--- src/rtl/mult_arb_pkg.sv ---
// Shared types and the round-robin pick helper for mult_arbiter.
// Pure declarations, no latency.
// No flow control of its own.
package mult_arb_pkg;

    typedef enum logic [1:0] {IDLE, EXEC, RESP} state_t;

    // Upper bounds the helper is sized for; callers zero-extend into them.
    localparam int RR_MAX  = 32;
    localparam int RR_ID_W = 5;

    typedef struct packed {
        logic               found;
        logic [RR_ID_W-1:0] idx;
    } rr_pick_t;

    // Search last+1, last+2, ... modulo nreq; first set valid bit wins.
    function automatic rr_pick_t rr_pick(input logic [RR_MAX-1:0]  valid,
                                         input logic [RR_ID_W-1:0] last,
                                         input int                 nreq);
        rr_pick_t r;
        int       cand;
        r = '0;
        for (int k = 1; k <= RR_MAX; k++) begin
            cand = int'(last) + k;
            if (cand >= nreq) cand = cand - nreq;
            if (k <= nreq && !r.found && valid[cand[RR_ID_W-1:0]]) begin
                r.found = 1'b1;
                r.idx   = cand[RR_ID_W-1:0];
            end
        end
        return r;
    endfunction

endpackage

--- src/rtl/multiplier.sv ---
// Unsigned full-width combinational multiplier.
// Latency 0; the caller registers the result.
// No flow control.
module multiplier #(
    parameter int parallelism = 8
) (
    input  logic [parallelism-1:0]   a,
    input  logic [parallelism-1:0]   b,
    output logic [2*parallelism-1:0] product
);

    assign product = (2*parallelism)'(a) * (2*parallelism)'(b);

endmodule

--- src/rtl/mult_arbiter.sv ---
// Round-robin shares one multiplier between NREQ requesters, tagged response.
// Latency: accept in cycle N -> resp_valid in cycle N+2; one op per 2 cycles.
// Backpressure: resp_ready low holds the response and deasserts all req_ready.
module mult_arbiter
    import mult_arb_pkg::*;
#(
    parameter  int NREQ  = 4,
    parameter  int WIDTH = 8,
    localparam int ID_W  = $clog2(NREQ)
) (
    input  logic                        clk,
    input  logic                        rst,
    input  logic [NREQ-1:0]             req_valid,
    output logic [NREQ-1:0]             req_ready,
    input  logic [NREQ-1:0][WIDTH-1:0]  req_a,
    input  logic [NREQ-1:0][WIDTH-1:0]  req_b,
    output logic                        resp_valid,
    input  logic                        resp_ready,
    output logic [ID_W-1:0]             resp_id,
    output logic [2*WIDTH-1:0]          resp_product,
    output logic                        busy
);

    state_t             state_q, state_d;
    logic [ID_W-1:0]    last_q, last_d;
    logic [ID_W-1:0]    id_q, id_d;
    logic [WIDTH-1:0]   a_q, a_d, b_q, b_d;
    logic [2*WIDTH-1:0] prod_q, prod_d;
    logic [2*WIDTH-1:0] mult_product;

    rr_pick_t           pick;
    logic [ID_W-1:0]    win_id;
    logic               can_accept;
    logic               grant;

    multiplier #(.parallelism(WIDTH)) u_mult (
        .a       (a_q),
        .b       (b_q),
        .product (mult_product)
    );

    assign pick       = rr_pick(RR_MAX'(req_valid), RR_ID_W'(last_q), NREQ);
    assign win_id     = pick.idx[ID_W-1:0];
    // A finishing response frees the multiplier in the same cycle it is taken.
    assign can_accept = (state_q == IDLE) || (state_q == RESP && resp_ready);
    assign grant      = can_accept && pick.found;

    always_comb begin
        req_ready = '0;
        if (grant) req_ready[win_id] = 1'b1;
    end

    always_comb begin
        state_d = state_q;
        last_d  = last_q;
        id_d    = id_q;
        a_d     = a_q;
        b_d     = b_q;
        prod_d  = prod_q;

        if (grant) begin
            last_d = win_id;
            id_d   = win_id;
            a_d    = req_a[win_id];
            b_d    = req_b[win_id];
        end

        unique case (state_q)
            IDLE: if (grant) state_d = EXEC;
            EXEC: begin
                prod_d  = mult_product;
                state_d = RESP;
            end
            RESP: if (resp_ready) state_d = grant ? EXEC : IDLE;
            default: state_d = IDLE;
        endcase
    end

    always_ff @(posedge clk or posedge rst) begin
        if (rst) begin
            state_q <= IDLE;
            last_q  <= ID_W'(NREQ - 1);
            id_q    <= '0;
            a_q     <= '0;
            b_q     <= '0;
            prod_q  <= '0;
        end else begin
            state_q <= state_d;
            last_q  <= last_d;
            id_q    <= id_d;
            a_q     <= a_d;
            b_q     <= b_d;
            prod_q  <= prod_d;
        end
    end

    assign resp_valid   = (state_q == RESP);
    assign resp_id      = id_q;
    assign resp_product = prod_q;
    assign busy         = (state_q != IDLE);

endmodule

--- config.mk ---
export PLATFORM = sky130hd
export DESIGN_NAME = mult_arbiter
export DESIGN_NICKNAME = d
export VERILOG_FILES = /design/src/rtl/mult_arb_pkg.sv /design/src/rtl/multiplier.sv /design/src/rtl/mult_arbiter.sv
export SDC_FILE = /design/constraint.sdc
export NUM_CORES = 1
export LEC_CHECK = 0
export BUFFER_PORTS_ARGS = -buffer_cell sky130_fd_sc_hd__buf_2
export CORE_ASPECT_RATIO = 0.5
export CORE_MARGIN = 3
export CORE_UTILIZATION = 39
export DETAILED_ROUTE_END_ITERATION = 7
export GPL_TIMING_DRIVEN = 0
export HOLD_SLACK_MARGIN = 0.03
export SKIP_LAST_GASP = 1
export SLEW_MARGIN = 10
export SYNTH_ARGS = -nofsm -noshare
export SYNTH_HDL_FRONTEND = slang
export SYNTH_SLANG_ARGS = --single-unit
--- constraint.sdc ---
create_clock -name clk -period 4.8 [get_ports clk]
set_input_delay 0.96 -clock clk [delete_from_list [all_inputs] [get_ports clk]]
set_output_delay 0.96 -clock clk [all_outputs]
set_load 0.02 [all_outputs]
==> results.md <==
* Final worst slack at 0.199 ns
* Proportion of synthesized chip area in sequential cells at 20.4%
* Detailed-route wire length at 12400 um
* Post-Synthesis Net Count at 660
* First-pass detailed-route iteration total at 4
* Synthesized area per cell at 9.13 sq um
* CTS sink count at 38
* Detail Route Antenna Nets at 0
* Worst-case headroom to the max-slew limit at 57.0%
* Leading register cell type out of synthesis: dfrtp_1
* Signal arrival time at the worst endpoint at 4.76 ns
* Max-cap violation count at 0
* Final-layout fill cell count at 1145
* Placed instance area at 5360 sq um
* Setup repair bufs after CTS at 0
* Hold Slack at 0.470 ns
* Drt via density at 5.21
* Wire length of the first global-routing pass at 20500 um
* Initial antenna violation count at 1
* Kind of end point of the critical path: flip-flop
* Die Width at 161 um
* Post-detailed-route DRC marker count at 0
* Worst reg-to-reg setup slack at 0.20 ns
* Height of the die at 83.4 um
* Placeable Area at 11400 sq um
* Number of vias in the routed layout at 4040
* Worst Max-Slew Pin Slew at 0.645 ns
* Clock edge transition at the registers on the reported setup and hold paths at 0.07 ns
* Placer's final routability congestion estimate at 0.826
* Hold violation count in the final report at 0
* Total overflow reported by the global router at 0
* Final Max Slew Viols at 0
* Port Buffer Count at 94
* Final period utilization at 95.8%
* Number of CTS-inserted buffers at 5
* Row Count at 27
* Die area at 13400 sq um
* Path category of the worst min-delay check: reg -> reg
* Post-Place Worst Slack at -0.0262 ns
* Count of routing violations after the opening detailed-route iteration at 164
* Max Root-Sink Buffers at 2
* Status: finished clean
* Routed wire length per instance at 16.0 um
* CP Data Required Time at 4.96 ns
* Gate count of the mapped netlist at 512
* Total routing resource utilization after global routing at 18.6%
* Worst clock skew at 0.00789 ns
* Root buffer selected by CTS: clkbuf_16
* Clk_lat worst skew at 0.29 ns
* Final critical path time including I/O delays and setup at 4.60 ns
* Number of top-level design ports at 95
* Via count of the first global-routing pass at 4089
* Fraction of synthesis flops using an asynchronous set or reset pin at 100%
* Share of post-route cells with drive strength above 1 at 25.2%
* Number of setup violations in the final report at 0
* Net count reported at finish at 762
* Synthesized cell area at 4670 sq um
* Distinct cells, synth at 59
* Count of yosys warnings during synthesis at 0
* Starting Density at 41.2%
* H-tree depth reported by CTS at 2
* Finished layout cell area at 5590 sq um
* Sequential cell area at 960 sq um
* Count of flip-flops with a built-in enable after synthesis at 0
* Highest fanout seen on the critical path at 9
* Detailed-placement wirelength estimate at 9570 um
* Element type at the critical path start: flip-flop
* Type of the worst setup path: reg -> reg
* Area growth from synthesis to final layout at 19.5%
* FMAX at 217 MHz
* Synthesized flop and latch total at 38
* Multi-input gate area at 3430 sq um
* CTS tree: yes
* Pin count of the biggest net entering global routing at 26
-- logic make-up (layout without fill, tap and decap cells) --
kind of cell             Yosys count  in the layout  synth area share [%]
buffers and inverters             72            175                  6.61
multiplexers                      46             46                  11.3
adder cells (fa/ha/maj)           77             77                  26.4
XOR/XNOR                          11             11                  2.06
AND/OR/NAND/NOR                  151            151                  16.3
flip-flops                        38             38                  20.4
other                              0              1                     0
AO/OA/AOI/OAI                    117            117                  16.9
-- layout make-up --
class,instances,area share (%)
Antenna cell,1,0.0448
Inverter,54,3.63
Clock buffer,5,2.24
Clock inverter,3,1.23
Buffer,18,1.90
Timing Repair Buffer,95,8.78
Sequential cell,38,17.2
Tap cell,159,3.56
Multi-Input combinational cell,402,61.4
-- flip-flops by register name (all words and copies together) (netlist names) --
register	cells
state_q	2
last_q	2
a_q	8
b_q	8
resp_id	2
resp_product	16
-- final timing paths --
check                                start          endpoint  depth (start not counted)
hold reg to reg            resp_product[9]   resp_product[9]                          2
setup reg to reg                    b_q[4]  resp_product[15]                         15
setup / recovery                    b_q[4]  resp_product[15]                         15
max in group asynchronous              rst         last_q[1]                          3
hold / removal             resp_product[9]   resp_product[9]                          2
min in group asynchronous              rst   resp_product[4]                          2
-- worst max-delay path, stage by stage, from the launching register on --
cell	delay, ns
dfrtp_1	0.49
and2_1	0.23
fa_1	0.47
fa_1	0.54
inv_1	0.05
fa_1	0.47
fa_1	0.56
inv_1	0.04
ha_1	0.32
o21a_1	0.19
o31a_1	0.14
o41ai_2	0.30
o21ai_1	0.17
o41ai_2	0.25
xnor2_1	0.18
o21ai_1	0.08
-- placed cells by master (no fill, tap or decap), types with 4 or more instances in the layout --
master,instances
dfrtp_1,31
xor2_1,5
mux2i_1,25
xnor2_1,6
mux2_4,8
nor3_1,4
buf_2,101
o22ai_1,18
inv_1,52
clkbuf_1,6
a21oi_1,31
fa_1,36
ha_1,41
clkbuf_16,5
a211oi_1,5
nor2b_1,4
mux2_2,9
a31oi_1,12
dfrtp_2,5
and2_1,48
nor2_1,39
o21ai_0,16
nand2_1,41
-- cell usage after synthesis, types with 2 or more instances --
master | count | area, sq um
a21oi_1 | 31 | 155
and2_1 | 48 | 300
fa_1 | 36 | 721
a21bo_2 | 2 | 20.0
ha_1 | 41 | 513
dfstp_2 | 2 | 52.6
a32o_1 | 2 | 20.0
nand2b_1 | 3 | 18.8
mux2_1 | 3 | 33.8
a31oi_1 | 12 | 75.1
o21ai_0 | 17 | 85.1
nand2_1 | 41 | 154
o41ai_1 | 3 | 26.3
inv_1 | 53 | 199
buf_6 | 3 | 33.8
buf_4 | 2 | 15.0
mux2_2 | 9 | 101
clkbuf_1 | 6 | 22.5
a21o_1 | 3 | 22.5
o31a_1 | 2 | 17.5
a211oi_1 | 5 | 37.5
a311oi_1 | 2 | 17.5
xnor2_1 | 6 | 52.6
o31ai_1 | 3 | 22.5
mux2i_1 | 25 | 250
buf_2 | 7 | 35.0
o2bb2ai_1 | 2 | 17.5
o22ai_1 | 18 | 113
xor2_1 | 5 | 43.8
nand3_1 | 3 | 15.0
nor3_1 | 4 | 20.0
o211a_1 | 2 | 20.0
dfrtp_1 | 36 | 901
nor2b_1 | 4 | 25.0
o21a_1 | 2 | 15.0
nor2_1 | 39 | 146
mux2_4 | 8 | 120
-- per-stage QoR --
| step | cells | TNS [ns] | util, % |
|---|---|---|---|
| finish | 775 | 0 | 49.2 |
| global route | 774 | -0.0189 | 49.2 |
| CTS | 774 | 0 | 49.0 |
| detailed placement | 766 | -0.0262 | 47.2 |
| global placement | 765 | -0.000577 | 47.1 |
| floorplan | 512 | 0 | - |
-- timing repair --
item	in CTS	in global routing
cloned	0	0
setup endpoints to repair	1	2
gates resized for setup	3	6
hold buffers	0	0
-- metal layers --
layer	global-route usage (%)	part of all wire, %	vias up
li1	-	-	1984
met1	26.3	48	1949
met2	29.9	45	99
met3	4.04	6.8	6
met4	2.34	0.37	2
met5	0	0.10	-
Power is left out: the tool's default activity adds up to more than one toggle a clock period on the data nets, which glitch-free logic cannot reach.
